$ cat config.mk
export PLATFORM = sky130hd
export DESIGN_NAME = pool2
export DESIGN_NICKNAME = d
export VERILOG_FILES = /design/src/rtl/pool2.sv
export SDC_FILE = /design/constraint.sdc
export NUM_CORES = 1
export LEC_CHECK = 0
export CORE_MARGIN = 2
export CORE_UTILIZATION = 35
export CTS_CLUSTER_DIAMETER = 150
export CTS_CLUSTER_SIZE = 20
export DETAILED_ROUTE_END_ITERATION = 12
export GPL_TIMING_DRIVEN = 1
export HOLD_SLACK_MARGIN = 0.05
export MAX_ROUTING_LAYER = met4
export PLACE_DENSITY = 0.67
export SLEW_MARGIN = 20
export SYNTH_ARGS = -nofsm -noshare
export SYNTH_HDL_FRONTEND = slang
export SYNTH_SLANG_ARGS = --single-unit
$ cat constraint.sdc
create_clock -name clk -period 3.2 [get_ports clk]
set_clock_uncertainty 0.15 [all_clocks]
set_input_delay 0.96 -clock clk [delete_from_list [all_inputs] [get_ports clk]]
set_output_delay 0.96 -clock clk [all_outputs]
set_load 0.02 [all_outputs]
$ cat src/rtl/pool2.sv
// 2x2 stride-2 max pooling over CONV2_DEEP square feature maps.
// Reads each window from the conv2 result BRAM one sample at a time,
// tracks a signed running maximum, and writes one pooled sample per window.
module pool2 #(
  parameter int DATA_SIZE    = 16,
  parameter int CONV2_DEEP   = 16,
  parameter int CONV2_OUTPUT = 8,
  parameter int RD_LAT       = 2
) (
  input  logic                 clk,
  input  logic                 rst,
  input  logic                 pool_2_en,
  output logic                 conv_result_bram_ena,
  output logic [9:0]           conv_result_bram_addra,
  input  logic [DATA_SIZE-1:0] conv_result_bram_douta,
  output logic                 pool_bram_wea,
  output logic [7:0]           pool_bram_addra,
  output logic [DATA_SIZE-1:0] pool_bram_dina,
  output logic                 pool_2_finish
);

  localparam int          POOL_SIDE = CONV2_OUTPUT / 2;
  localparam int          WINDOWS   = CONV2_DEEP * POOL_SIDE * POOL_SIDE;
  localparam int          WIN_W     = $clog2(WINDOWS);
  localparam int unsigned WAIT_CYC  = (RD_LAT > 1) ? RD_LAT - 1 : 1;
  localparam int          WW        = $clog2(WAIT_CYC + 1);

  typedef enum logic [2:0] {
    S_IDLE,
    S_READ,
    S_WAIT,
    S_CAPTURE,
    S_WRITE,
    S_DONE
  } state_t;

  state_t                 state;
  state_t                 nxt;
  logic [WW-1:0]          wcnt;
  logic [1:0]             samp;
  logic [WIN_W-1:0]       win;
  logic [DATA_SIZE-1:0]   max_q;
  logic                   last_win;
  logic [WIN_W+1:0]       src_addr;

  assign last_win = (win == WIN_W'(WINDOWS - 1));

  // Window counter is {map, pooled row, pooled col}; interleaving the sample
  // index bits yields map*64 + (2pr+s1)*8 + 2pc+s0 without multipliers.
  assign src_addr = {win[WIN_W-1:2], samp[1], win[1:0], samp[0]};

  // State register
  always_ff @(posedge clk or negedge rst) begin
    if (!rst) state <= S_IDLE;
    else      state <= nxt;
  end

  // Next-state logic, with enable-low abort overriding any active state
  always_comb begin
    nxt = state;
    case (state)
      S_IDLE:    if (pool_2_en) nxt = S_READ;
      S_READ:    nxt = (RD_LAT > 1) ? S_WAIT : S_CAPTURE;
      S_WAIT:    if (wcnt == WW'(WAIT_CYC - 1)) nxt = S_CAPTURE;
      S_CAPTURE: nxt = (samp == 2'd3) ? S_WRITE : S_READ;
      S_WRITE:   nxt = last_win ? S_DONE : S_READ;
      S_DONE:    if (!pool_2_en) nxt = S_IDLE;
      default:   nxt = S_IDLE;
    endcase
    if (!pool_2_en && state != S_IDLE && state != S_DONE) nxt = S_IDLE;
  end

  // Counters and running max; read data is taken on the edge entering S_CAPTURE
  always_ff @(posedge clk or negedge rst) begin
    if (!rst) begin
      wcnt  <= '0;
      samp  <= '0;
      win   <= '0;
      max_q <= '0;
    end else if (nxt == S_IDLE) begin
      wcnt  <= '0;
      samp  <= '0;
      win   <= '0;
      max_q <= '0;
    end else begin
      if (state == S_WAIT)
        wcnt <= (nxt == S_WAIT) ? wcnt + 1'b1 : '0;
      if (nxt == S_CAPTURE) begin
        if (samp == 2'd0 ||
            $signed(conv_result_bram_douta) > $signed(max_q))
          max_q <= conv_result_bram_douta;
      end
      if (state == S_CAPTURE)
        samp <= samp + 2'd1;
      if (state == S_WRITE && !last_win)
        win <= win + 1'b1;
    end
  end

  // Outputs decoded from registered state, so reset forces them low at once
  always_comb begin
    conv_result_bram_ena   = (state == S_READ);
    conv_result_bram_addra = conv_result_bram_ena ? 10'(src_addr) : '0;
    pool_bram_wea          = (state == S_WRITE);
    pool_bram_addra        = pool_bram_wea ? 8'(win) : '0;
    pool_bram_dina         = pool_bram_wea ? max_q : '0;
    pool_2_finish          = (state == S_DONE);
  end

endmodule

== Word level (Yosys, flattened, before mapping) ==
Cells that the tools add are included.

* Flip-flop bits (word level): 30
* Latch bits: 0
* Bits in writable memories: 0
* Bits in read-only memories: 0
* Input bits: 19
* Output and inout port bits: 37
* Logic and storage cells: 55
* Memories: 0

* Add/sub/neg operators: 3
* Multiply operators: 0
* Divide/modulo/power cells: 0
* Order comparisons: 1
* Equality and inequality tests: 10
* Shift operators: 0
* Multiplexer cells: 20
* Bitwise gates (word level): 0
* Reduce and logical (&&, ||, !) cells: 16

{| class="wikitable"
|+ Operator list
! operator !! count
|-
| 16-bit two-way mux || 4
|-
| 8-bit two-way mux || 3
|-
| 3-bit two-way mux || 6
|-
| 3-bit one-hot mux with 6 select lines || 1
|-
| 16-bit > comparator || 1
|-
| 3-bit by 2-bit == test with 1-bit output, second input constant || 4
|-
| 10-bit two-way mux || 1
|-
| 2-bit nonzero test || 5
|-
| 8-bit by 1-bit adder with 8-bit output, second input constant || 1
|-
| 8-bit == test, second input constant || 1
|-
| 3-bit == test, second input constant || 2
|-
| 3-bit zero test || 2
|-
| 2-bit two-way mux || 2
|-
| 3-bit by 1-bit == test with 1-bit output, second input constant || 1
|-
| 1-bit logical AND || 3
|-
| 1-bit two-way mux || 3
|-
| 3-bit inequality test, second input constant || 1
|-
| 3-bit nonzero test || 1
|-
| 2-bit by 1-bit adder with 2-bit output, second input constant || 1
|-
| 2-bit == test, second input constant || 1
|-
| 1-bit zero test || 2
|-
| 2-bit zero test || 1
|-
| 2-bit AND reduction || 1
|-
| 1-bit adder, second input constant || 1
|-
| 1-bit logical OR || 1
|}

== Logic depth before layout (Yosys ltp) ==
* Depth in word-level cells: 8
* Mapped depth: 9
* Depth with buffers taken out: 8

== Worst setup path before layout ==
No wires, ideal clock.

* Path kind: in2reg
* From: input port conv_result_bram_douta[11]
* To: register max_q[10]
* Setup time: 0.079 ns
* Arrival time: 2.625 ns
* Required time: 2.971 ns
* Setup slack: 0.346 ns
* Stages on the path: 8
* Path buffers: 1
* Cells stage by stage: ha_1 > a21oi_1 > o21ai_1 > a311oi_1 > nand3_2 > o311ai_4 > buf_12 > mux2i_1

* Word-level cells in the longest chain between the ends: 4

{| class="wikitable"
|+ RTL lines
! item !! line !! text
|-
| start, declared || 15 || <nowiki>input logic [DATA_SIZE-1:0] conv_result_bram_douta,</nowiki>
|-
| 16-bit > comparator || 90 || <nowiki>$signed(conv_result_bram_douta) > $signed(max_q))</nowiki>
|-
| 1-bit logical OR || 89 || <nowiki>if (samp == 2'd0 ||</nowiki>
|-
| 2-bit nonzero test (no source line) || - ||
|-
| 2-bit AND reduction (no source line) || - ||
|-
| end signal, assigned || 91 || <nowiki>max_q <= conv_result_bram_douta;</nowiki>
|-
| end, declared || 42 || <nowiki>logic [DATA_SIZE-1:0] max_q;</nowiki>
|}

Every way passes these cells.
A chain may end at the register's enable or synchronous reset.

== Worst setup path after layout ==
* From: register state[1]
* To: output port pool_bram_addra[6]

* Word-level cells in the longest chain between the ends: 2

{| class="wikitable"
|+ RTL lines
! item !! line !! text
|-
| start, declared || 37 || <nowiki>state_t state;</nowiki>
|-
| start signal, assigned || 55 || <nowiki>else state <= nxt;</nowiki>
|-
| 3-bit == test || 104 || <nowiki>pool_bram_wea = (state == S_WRITE);</nowiki>
|-
| 8-bit two-way mux || 105 || <nowiki>pool_bram_addra = pool_bram_wea ? 8'(win) : '0;</nowiki>
|-
| end, declared || 17 || <nowiki>output logic [7:0] pool_bram_addra,</nowiki>
|}

Every way passes these cells.

==> results_dict.tcl <==
set metrics [dict create \
    ys_top_cells_by_area "dfrtp_1, ha_1, mux2i_1" \
    synth-seq-area-share_pct 35.5 \
    initial_core_util_pct 35.9 \
    holdCritPathClass "register to register" \
    max_stage_delay_ns 0.61 \
    crit_type "register to output port" \
    gp_congestion 0.817 \
    via_per_inst 4.70 \
    clkTransAtPathRegs_ns 0.06 \
    ctsHoldBuffers 0 \
    vias 1818 \
    synth_top_family_by_area "simple AND/OR/NAND/NOR gates" \
    cp-end-kind "output port" \
    cp.required_ns 2.09 \
    synthAdderAreaFrac_pct 11.3 \
    worst_pin_slew_ns 0.588 \
    cts_resized 0 \
    die_x_um 81.7 \
    ys_types 39 \
    cts_tree "yes" \
    slew_viol_final 0 \
    cts_root_buf "clkbuf_8" \
    synthXorXnorAreaFrac_pct 2.07 \
    postSynthCellCount 245 \
    grt_max_degree 31 \
    cts.sinks 30 \
    grt_first_pass_wirelength_um 8150 \
    dpl_cell_area_sq_um 2800 \
    timing.setup.tns_ns 0 \
    antenna_found_initial 0 \
    ios 56 \
    numCtsBuffers 5 \
    num_rows 28 \
    yosys_warnings 0 \
    synth_top_cell_by_area "dfrtp_1" \
    grt_usage_pct 16.2 \
    ir_drop_v 0.000137 \
    netlist_area_sq_um 2110 \
    slowest_stage "clkdlybuf4s50_1" \
    utilization_pct 49.0 \
    path_max_fanout 7 \
    drt_iter0_drc 78 \
    worstSetupStartpointType "register" \
    ys_ff_latch 30 \
    grt_pass1_vias 1786 \
    core_sq_um 5890 \
    die_h_um 81.7 \
    diodes 0 \
    layout_common_cells "clkdlybuf4s50_1, inv_1, nand2_1" \
    fin_cells 387 \
    final_common_cell "clkdlybuf4s50_1" \
    p_leak_nw 1.34 \
    p_per_area_nw_per_um2 315 \
    port_buffers 55 \
    finalCriticalPeriod_ns 3.07 \
    hold_ws_ns 0.375 \
    final-hold-violation-count 0 \
    arrival_ns 1.96 \
    htreeDepth 2 \
    final.fill_count 587 \
    cts_max_path_buffers 2 \
    dpl.hpwl_um 3680 \
    synthArstFlopShare_pct 100 \
    synth-edff-count 0 \
    overflow 0 \
    maxCapViolations 0 \
    rrSetupSlack_ns 0.97 \
    die_area_sq_um 6670 \
    syn_area_per_cell_sq_um 8.62 \
    muxShareOfSynthArea_pct 9.06 \
    synth.top_cell.area_share_pct 35.5 \
    insertion_delay_ns 0.28 \
    synth_ff_type "dfrtp_1" \
    stdcell_area_sq_um 2890 \
    outcome "finished clean" \
    detail_route.first_pass.iterations 4 \
    dp.cells 380 \
    slew-limit-headroom_pct 60.8 \
    post_drt_wl_per_cell_um 12.6 \
    fmax_ghz 0.326 \
    min_period_over_period_pct 96.0 \
    rsz0062_at_grt "false" \
    post-place-ws_ns -0.0564 \
    setup_violations 0 \
    synth-compound-area-share_pct 8.41 \
    synth-simple-area-share_pct 24.7 \
    syn_nets 283 \
    worstPathCellList "nor3b_4 > buf_4 > and2_1 > clkdlybuf4s50_1" \
    power_mw 0.908 \
    area_delta_synth_final_pct 36.6 \
    fin_ws_ns 0.129 \
    drt-total-wl_um 4870 \
    route.detailed.drc 0 \
    num-nets-final 350 \
    layout-drive-gt1-share_pct 8.01 \
    cts_setup_buffers 0 \
    antenna_left 0 \
]
where the power goes:
group / total [mW] / switching, mW / internal, mW / leakage (nW)
registers: 0.412 / 0.0124 / 0.400 / 0.412
logic: 0.208 / 0.112 / 0.0965 / 0.894
clock network: 0.287 / 0.138 / 0.149 / 0.0383
total: 0.908 / 0.262 / 0.646 / 1.34
routing by layer:
metal | share of wire (%) | global-route usage, % | up-vias | wire, um
met1 | 48 | 20.7 | 830 | 2330
met3 | 5.7 | 4.07 | 4 | 277
li1 | - | - | 932 | -
met2 | 46 | 26.3 | 52 | 2240
met4 | 0.51 | 3.50 | 0 | 25
met5 | 0 | - | - | 0
synth_stat cells (4+ instances only):
master	instances
a21oi_1	11
and2_1	20
clkbuf_1	4
dfrtp_1	30
ha_1	19
inv_1	35
mux2i_1	18
nand2_1	31
nand2b_1	5
nor2_1	25
nor3_1	4
registers in the layout, summed over array words and instances, names as in the netlist:
| name | flops |
|---|---|
| wcnt | 1 |
| samp | 2 |
| state | 3 |
| win | 8 |
| max_q | 16 |
critical path: cells and delay by family, from the launching register on:
family,cells,cell delay (ns)
flops,1,0.41
buf+inv,2,0.81
simple gates,2,0.47
cell type report:
class	instances	area (sq um)	share of cell area, %
timing repair buffer	68	648	22.5
tap	75	93.8	3.25
multi-input combinational	171	1180	40.8
clock buffer	7	76.3	2.65
sequential	30	751	26.0
inverter	36	138	4.77
path summary, 6_finish.rpt:
| check | startpoint | to | cells past startpoint |
|---|---|---|---|
| worst max-delay path | state[1]$_DFF_PN0_ | pool_bram_addra[6] | 4 |
| worst min-delay path | max_q[8]$_DFFE_PN0P_ | max_q[8]$_DFFE_PN0P_ | 2 |
| worst max register to register | max_q[9]$_DFFE_PN0P_ | max_q[9]$_DFFE_PN0P_ | 9 |
| worst min register to register | max_q[8]$_DFFE_PN0P_ | max_q[8]$_DFFE_PN0P_ | 2 |
| max in group asynchronous | rst | win[1]$_DFFE_PN0P_ | 2 |
| min in group asynchronous | rst | max_q[9]$_DFFE_PN0P_ | 2 |
logic make-up after synthesis:
logic type | count (synthesis)
AND/OR/NAND/NOR | 103
AO/OA/AOI/OAI | 25
XOR/XNOR | 5
adder cells (fa/ha/maj) | 19
flip-flops | 30
multiplexers | 19
buffers and inverters | 44
Power figures use the tool's default switching activity.
